[src/rtl/audio_crossfade.sv]
// Source selector that crossfades linearly, one step per CODEC sample strobe, when sel changes.
// Optional build macro FADE_THROUGH_ZERO_EN: fade out to silence over M samples, then fade in over M samples.
//
// state      | meaning
// S_IDLE     | passing src[cur_sel] through unscaled
// S_FADE     | linear crossfade cur_sel -> tgt_sel (single-phase build)
// S_FADE_OUT | ramping src[cur_sel] down to zero (through-zero build)
// S_FADE_IN  | ramping src[tgt_sel] up from zero (through-zero build)
module audio_crossfade #(
    parameter int WIDTH     = 24,
    parameter int NSRC      = 4,
    parameter int FADE_LOG2 = 6
) (
    input  logic                     clk,
    input  logic                     reset,
    input  logic                     en,
    input  logic [1:0]               sel,
    input  logic [NSRC*WIDTH-1:0]    src_left,
    input  logic [NSRC*WIDTH-1:0]    src_right,
    output logic signed [WIDTH-1:0]  out_left,
    output logic signed [WIDTH-1:0]  out_right,
    output logic                     out_valid,
    output logic                     busy
);

    localparam int PW = WIDTH + FADE_LOG2 + 2;
    localparam int M  = 1 << FADE_LOG2;
    localparam logic [FADE_LOG2-1:0] CNT_LAST = FADE_LOG2'(M - 1);

`ifdef FADE_THROUGH_ZERO_EN
    typedef enum logic [1:0] {S_IDLE, S_FADE_OUT, S_FADE_IN} state_t;
    localparam state_t S_START = S_FADE_OUT;
`else
    typedef enum logic {S_IDLE, S_FADE} state_t;
    localparam state_t S_START = S_FADE;
`endif

    state_t                  r_state;
    logic [1:0]              r_cur;
    logic [1:0]              r_tgt;
    logic [FADE_LOG2-1:0]    r_cnt;
    logic signed [WIDTH-1:0] r_left;
    logic signed [WIDTH-1:0] r_right;
    logic                    r_valid;
    logic                    r_busy;

    logic [1:0]              w_sel_eff;
    logic [FADE_LOG2:0]      w_wa;
    logic [FADE_LOG2:0]      w_wb;
    logic signed [WIDTH-1:0] w_a_l, w_a_r, w_b_l, w_b_r;
    logic signed [WIDTH-1:0] w_mix_l, w_mix_r;

    function automatic logic signed [WIDTH-1:0] pick(
        input logic [NSRC*WIDTH-1:0] v,
        input logic [1:0]            idx
    );
        return v[idx*WIDTH +: WIDTH];
    endfunction

    // Weights sum to at most M, so the sum stays inside PW bits and needs no saturation.
    function automatic logic signed [WIDTH-1:0] mix(
        input logic signed [WIDTH-1:0] a,
        input logic signed [WIDTH-1:0] b,
        input logic [FADE_LOG2:0]      wa,
        input logic [FADE_LOG2:0]      wb
    );
        logic signed [PW-1:0] pa;
        logic signed [PW-1:0] pb;
        pa = PW'(a) * $signed({{(PW-FADE_LOG2-1){1'b0}}, wa});
        pb = PW'(b) * $signed({{(PW-FADE_LOG2-1){1'b0}}, wb});
        return WIDTH'((pa + pb) >>> FADE_LOG2);
    endfunction

    assign w_sel_eff = (int'(sel) < NSRC) ? sel : 2'd0;

    assign w_a_l = pick(src_left,  r_cur);
    assign w_a_r = pick(src_right, r_cur);
    assign w_b_l = pick(src_left,  r_tgt);
    assign w_b_r = pick(src_right, r_tgt);

    always_comb begin
        w_wa = (FADE_LOG2+1)'(M) - {1'b0, r_cnt};
        w_wb = {1'b0, r_cnt};
`ifdef FADE_THROUGH_ZERO_EN
        if (r_state == S_FADE_IN) w_wa = '0;
        else                      w_wb = '0;
`endif
    end

    assign w_mix_l = mix(w_a_l, w_b_l, w_wa, w_wb);
    assign w_mix_r = mix(w_a_r, w_b_r, w_wa, w_wb);

    always_ff @(posedge clk or posedge reset) begin
        if (reset) begin
            r_state <= S_IDLE;
            r_cur   <= 2'd0;
            r_tgt   <= 2'd0;
            r_cnt   <= '0;
            r_left  <= '0;
            r_right <= '0;
            r_valid <= 1'b0;
            r_busy  <= 1'b0;
        end else begin
            r_valid <= en;
            if (en) begin
                case (r_state)
                    S_IDLE: begin
                        // First fade step has weight M on the current source, i.e. src[cur] unscaled.
                        r_left  <= w_a_l;
                        r_right <= w_a_r;
                        if (w_sel_eff == r_cur) begin
                            r_busy <= 1'b0;
                        end else begin
                            r_tgt   <= w_sel_eff;
                            r_cnt   <= FADE_LOG2'(1);
                            r_busy  <= 1'b1;
                            r_state <= S_START;
                        end
                    end
`ifdef FADE_THROUGH_ZERO_EN
                    S_FADE_OUT: begin
                        r_left  <= w_mix_l;
                        r_right <= w_mix_r;
                        r_busy  <= 1'b1;
                        r_cnt   <= r_cnt + 1'b1;
                        if (r_cnt == CNT_LAST) begin
                            r_cnt   <= '0;
                            r_state <= S_FADE_IN;
                        end
                    end
                    S_FADE_IN: begin
                        r_left  <= w_mix_l;
                        r_right <= w_mix_r;
                        r_busy  <= 1'b1;
                        r_cnt   <= r_cnt + 1'b1;
                        if (r_cnt == CNT_LAST) begin
                            r_cnt   <= '0;
                            r_cur   <= r_tgt;
                            r_state <= S_IDLE;
                        end
                    end
`else
                    S_FADE: begin
                        r_left  <= w_mix_l;
                        r_right <= w_mix_r;
                        r_busy  <= 1'b1;
                        r_cnt   <= r_cnt + 1'b1;
                        if (r_cnt == CNT_LAST) begin
                            r_cnt   <= '0;
                            r_cur   <= r_tgt;
                            r_state <= S_IDLE;
                        end
                    end
`endif
                    default: r_state <= S_IDLE;
                endcase
            end
        end
    end

    assign out_left  = r_left;
    assign out_right = r_right;
    assign out_valid = r_valid;
    assign busy      = r_busy;

endmodule

[config.mk]
export PLATFORM = sky130hd
export DESIGN_NAME = audio_crossfade
export DESIGN_NICKNAME = d
export VERILOG_FILES = /design/src/rtl/audio_crossfade.sv
export SDC_FILE = /design/constraint.sdc
export NUM_CORES = 2
export LEC_CHECK = 0
export BUFFER_PORTS_ARGS = -buffer_cell sky130_fd_sc_hd__buf_2
export CORE_ASPECT_RATIO = 0.75
export CORE_UTILIZATION = 55
export DETAILED_ROUTE_END_ITERATION = 8
export PLACE_DENSITY = 0.74
export SYNTH_ARGS = -nofsm -noshare
export SYNTH_HDL_FRONTEND = slang
export SYNTH_SLANG_ARGS = --single-unit
[constraint.sdc]
create_clock -name clk -period 8.6 [get_ports clk]
set_input_delay 0.43 -clock clk [delete_from_list [all_inputs] [get_ports clk]]
set_output_delay 0.43 -clock clk [all_outputs]
set_load 0.01 [all_outputs]
After elaboration in Yosys (flattened, before gate mapping)
Cells that the tools add are included.
{"block": "word_totals", "ff_bits": 61, "latchBits": 0, "ram_bits": 0, "mem_bits_ro": 0, "in_bits": 197, "output_inout_bits": 50, "elab_cells": 39, "mem_count": 0}
{"block": "classes", "add_sub_neg": 4, "n_mul": 6, "div": 0, "n_lt_le_gt_ge": 0, "n_eq_ne": 3, "shift": 4, "mux": 9, "bitwise": 2, "n_reduce_logical": 3}
{"operator": "$shiftx 96x8->24", "n": 4}
{"operator": "$pmux 24 s2", "n": 2}
{"operator": "$add 30x30->30", "n": 2}
{"operator": "$mul 24x7->30", "n": 2}
{"operator": "$mul 24x8->30", "n": 2}
{"operator": "$mux 6", "n": 2}
{"operator": "$pmux 6 s2", "n": 1}
{"operator": "$mul 2x2->4 const B", "n": 2}
{"operator": "$sub 7x6->7 const A", "n": 1}
{"operator": "$add 6x1->6 const B", "n": 1}
{"operator": "$eq 6x6->1 const B", "n": 1}
{"operator": "$reduce_and 3->1", "n": 2}
{"operator": "$pmux 1 s2", "n": 2}
{"operator": "$eq 2x2->1", "n": 1}
{"operator": "$mux 1", "n": 2}
{"operator": "$ne 2x2->1 const B", "n": 1}
{"operator": "$not 1->1", "n": 2}
{"operator": "$reduce_and 2->1", "n": 1}

Depth between registers and ports, before layout
{"block": "depth", "ltp_word": 5, "depth_mapped": 29, "mapped_depth_nobuf": 25}

Worst setup path before layout
Ideal clock, no wire load.
{"block": "synth_timing", "kind": "reg-to-reg", "start": "reg r_cnt[0]", "end": "reg r_left[23] (netlist: out_left[23])", "setup_ns": 0.104, "t_arrival_ns": 7.578, "t_required_ns": 8.496, "path_slack_ns": 0.918, "stages_incl_launch_ff": 29, "n_path_buf": 4, "synth_period_minus_slack_ns": 7.682, "path_cell_list": "dfrtp_1 clkbuf_1 inv_1 clkbuf_1 ha_1 nand2_1 xnor2_1 clkbuf_1 buf_1 nor2_1 fa_1 inv_1 fa_1 inv_1 fa_1 fa_1 fa_1 inv_1 fa_1 inv_1 ha_1 a21o_1 a221o_1 a41o_2 and4_4 o211a_4 o31a_1 o2111a_1 o41ai_2"}
{"block": "synth_between", "elab_chain_len": 4, "elab_cells_between_ends": 5, "cone_classes": "add/sub: 2; mul: 2; mux: 1"}
{"element": "start, declared", "line_no": "41", "rtl": "logic [FADE_LOG2-1:0] r_cnt;"}
{"element": "start signal, assigned", "line_no": "147", "rtl": "r_cnt <= r_cnt + 1'b1;"}
{"element": "$sub 7x6->7", "line_no": "82", "rtl": "w_wa = (FADE_LOG2+1)'(M) - {1'b0, r_cnt};"}
{"element": "$mul 24x8->30", "line_no": "69", "rtl": "pa = PW'(a) * $signed({{(PW-FADE_LOG2-1){1'b0}}, wa});"}
{"element": "$add 30x30->30 *", "line_no": "71", "rtl": "return WIDTH'((pa + pb) >>> FADE_LOG2);"}
{"element": "$pmux 24 s2 *", "line_no": "106", "rtl": "case (r_state)"}
{"element": "end signal, assigned", "line_no": "109", "rtl": "r_left <= w_a_l;"}
{"element": "end signal, assigned", "line_no": "144", "rtl": "r_left <= w_mix_l;"}
{"element": "end, declared", "line_no": "42", "rtl": "logic signed [WIDTH-1:0] r_left;"}
Mark *: on every way between the ends. The rest lies on a longest branch, timed or not.
A chain may end at the register's enable or synchronous reset.

Worst setup path after layout
{"block": "layout_timing", "start": "reg r_cur[1]", "end": "reg r_right[21] (netlist: out_right[21])"}
{"block": "layout_between", "elab_chain_len": 5}
{"element": "start, declared", "line_no": "39", "rtl": "logic [1:0] r_cur;"}
{"element": "start signal, assigned", "line_no": "150", "rtl": "r_cur <= r_tgt;"}
{"element": "$mul 2x2->4 *", "line_no": "57", "rtl": "return v[idx*WIDTH +: WIDTH];"}
{"element": "$shiftx 96x8->24 *", "line_no": "57"}
{"element": "$mul 24x8->30", "line_no": "69"}
{"element": "$add 30x30->30", "line_no": "71"}
{"element": "$pmux 24 s2 *", "line_no": "106"}
{"element": "end signal, assigned", "line_no": "110", "rtl": "r_right <= w_a_r;"}
{"element": "end signal, assigned", "line_no": "145", "rtl": "r_right <= w_mix_r;"}
{"element": "end, declared", "line_no": "43", "rtl": "logic signed [WIDTH-1:0] r_right;"}
Marks and branches as above.

==> results_dict.tcl <==
set metrics [dict create \
    skew_ns 0.02608 \
    drc_errors 0 \
    cts_buffers 9 \
    cp-start-kind "flip-flop" \
    reg2reg_from "r_cur[1]$_DFFE_PP0P_" \
    overflow 0 \
    drt-vias-per-instance 5.625 \
    ios 247 \
    tritoncts "yes" \
    ff_latch_area_um2 1545 \
    clockBufferDepth 2 \
    fp-row-count 67 \
    synth_seq_area_share_pct 6.022 \
    yosysTopAreaCellShare_pct 42.17 \
    setup_ws_ns 0.4818 \
    place_congestion 0.9134 \
    die_h_um 187.9 \
    drive_gt1_share_pct 15.36 \
    dp_slack_ns 0.5578 \
    fillers 3817 \
    synth.most_common_cell "inv_1" \
    grt_pass1_vias 21630 \
    synth_warnings 0 \
    met2_usage_pct 48.55 \
    grt_pass1_wl_um 116600 \
    grt_antenna_before_repair 2 \
    max-slew-margin-rel_pct 23.68 \
    synth_edf_count 0 \
    vias 20210 \
    wirelength_um 71490 \
    ys_ff_latch 61 \
    post-cts-setup-buffers 0 \
    wl_per_cell_um 19.90 \
    dieArea_um2 46960 \
    required_ns 8.87 \
    multi_input_area_um2 21150 \
    hold_ws_ns 0.2893 \
    grt_max_degree 70 \
    hp-start "sel[1]" \
    area_growth_pct 9.625 \
    synth_area_leader_cell "fa_1" \
    drt-initial-drc-count 1631 \
    antenna_cells 0 \
    netlist_instances 2795 \
    timing.final.crit_share_pct 94.40 \
    period_minus_slack_ns 8.118 \
    holdPathStages 2 \
    r2r-end "out_right[21]$_DFFE_PP0P_" \
    groute.layer.met3.usage_pct 10.27 \
    synth.cells.most_frequent "inv_1, fa_1, nor2_1" \
    clkSinkCount 61 \
    dr.pass1.iters 6 \
    tns_ns 0 \
    whs_endpoint "r_tgt[1]$_DFFE_PP0P_" \
    end_kind "flip-flop" \
    start_util_pct 56.20 \
    synth_nets 3712 \
    synth_flop_cell "dfrtp_1" \
    crit_type "flip-flop to flip-flop" \
    root_buffer "clkbuf_16" \
    clk_pin_slew_ns 0.09 \
    cap_violations 0 \
    worst_pin_slew_ns 1.133 \
    slew_viol_final 0 \
    top_usage_layer "met2" \
    grt_util_all_layers_pct 32.15 \
    grt_util_met1_pct 45.14 \
    rsz0062_at_grt "false" \
    place_hpwl_um 58100 \
    r2r_slack_ns 0.48 \
    hold_buffers 0 \
    path_max_fanout 24 \
    final_util_pct 61.61 \
    portBuffers 246 \
    die_w_um 249.9 \
    final_nets 3919 \
    status "complete, no violations" \
    syn_area_per_cell_um2 9.069 \
    min_path_type "input port to flip-flop" \
    reg2reg_depth 24 \
    setup_viol 0 \
    core_um2 45100 \
    synthTopCellsByArea "fa_1, ha_1, inv_1" \
    clkLatencyLatePin_ns 0.40 \
    ant_nets 0 \
    fmax_mhz 123.2 \
    cts_max_level 3 \
    hold_viol 0 \
    ys_async_sr_fraction_pct 100.0 \
    synth.cell_area_um2 25350 \
    cp.arrival_ns 8.39 \
    ys_types 67 \
    ctsResizeCount 0 \
]
## layer usage
metal / vias up / part of all wire (%)
met5: - / 0
met4: 0 / 2.3
met3: 118 / 12
met2: 1010 / 44
met1: 10180 / 42
li1: 8908 / -
## critical path, cell delays in order, from the launching register on
cell and delay, ns:
dfrtp_4 0.72, buf_4 0.37, mux2_2 0.37, o21ai_1 0.57
nor2_1 0.14, fa_1 0.56, inv_1 0.05, fa_1 0.53
inv_1 0.05, fa_1 0.49, fa_1 0.51, fa_1 0.49
inv_1 0.05, fa_1 0.47, inv_1 0.04, ha_1 0.32
a21oi_1 0.21, a21oi_1 0.13, o311a_1 0.34, a211oi_2 0.39
o2111ai_1 0.29, a221oi_2 0.38, a21oi_1 0.12, o21a_1 0.14
a221o_1 0.26
## registers in the layout, indices dropped and copies added (netlist names)
signal,cells
out_left,24
out_right,24
r_cnt,6
r_cur,2
r_tgt,2
busy,1
out_valid,1
r_state,1
## cell usage in the layout (no fill, tap or decap), types with 15 or more instances in the layout
master   synthesis  layout
inv_1          607     606
nor2_1         368     368
xnor2_1         63      62
and2_1         197     197
nand2_1        223     223
o21ai_0         32      32
mux2_2          46      46
xor2_1          18      15
fa_1           534     534
o21ai_1         37      37
buf_2            5     245
dfrtp_1         61      52
mux4_2          56      56
mux2i_1         42      42
ha_1           186     186
buf_4            0      68
a21oi_1         82      82
## cell families (layout without fill, tap and decap cells)
| family | count (synthesis) | in the layout | synth area share, % |
|---|---|---|---|
| and+or+nand+nor | 835 | 835 | 14.82 |
| buffers and inverters | 726 | 938 | 10.78 |
| adders and majority gates | 720 | 720 | 51.35 |
| AOI/OAI and AO/OA | 228 | 228 | 5.548 |
| muxes | 144 | 144 | 8.678 |
| xor gates and xnor gates | 81 | 81 | 2.799 |
| DFF | 61 | 61 | 6.022 |
## through the flow
stage	cell area (um^2)	cells
floorplan	25350	2795
global placement	27490	3577
detailed placement	27490	3577
CTS	27790	3593
global route	27790	3593
finish	27790	3593
## worst max-delay path by stage
stage	from	end	slack [ns]	cells after the start
after CTS	r_cur[1]$_DFFE_PP0P_	out_left[23]$_DFFE_PP0P_	0.55	23
after global routing	r_cur[1]$_DFFE_PP0P_	out_left[21]$_DFFE_PP0P_	0.07	23
after floorplan	r_cnt[0]$_DFFE_PP0P_	out_left[23]$_DFFE_PP0P_	0.92	28
after global placement	r_cur[1]$_DFFE_PP0P_	out_right[21]$_DFFE_PP0P_	0.69	24
after detailed placement	r_cur[1]$_DFFE_PP0P_	out_right[21]$_DFFE_PP0P_	0.56	24
final	r_cur[1]$_DFFE_PP0P_	out_right[21]$_DFFE_PP0P_	0.48	24
## area by class of cell
cell class	instances	area share [%]
Inverter	607	8.199
Sequential cell	61	5.561
Multi-Input combinational cell	2008	76.13
Timing Repair Buffer	315	6.394
Clock inverter	7	0.2702
Clock buffer	9	0.8105
Tap cell	586	2.639
Power is left out: the tool's default activity adds up to more than one toggle a clock period on the data nets, which glitch-free logic cannot reach.
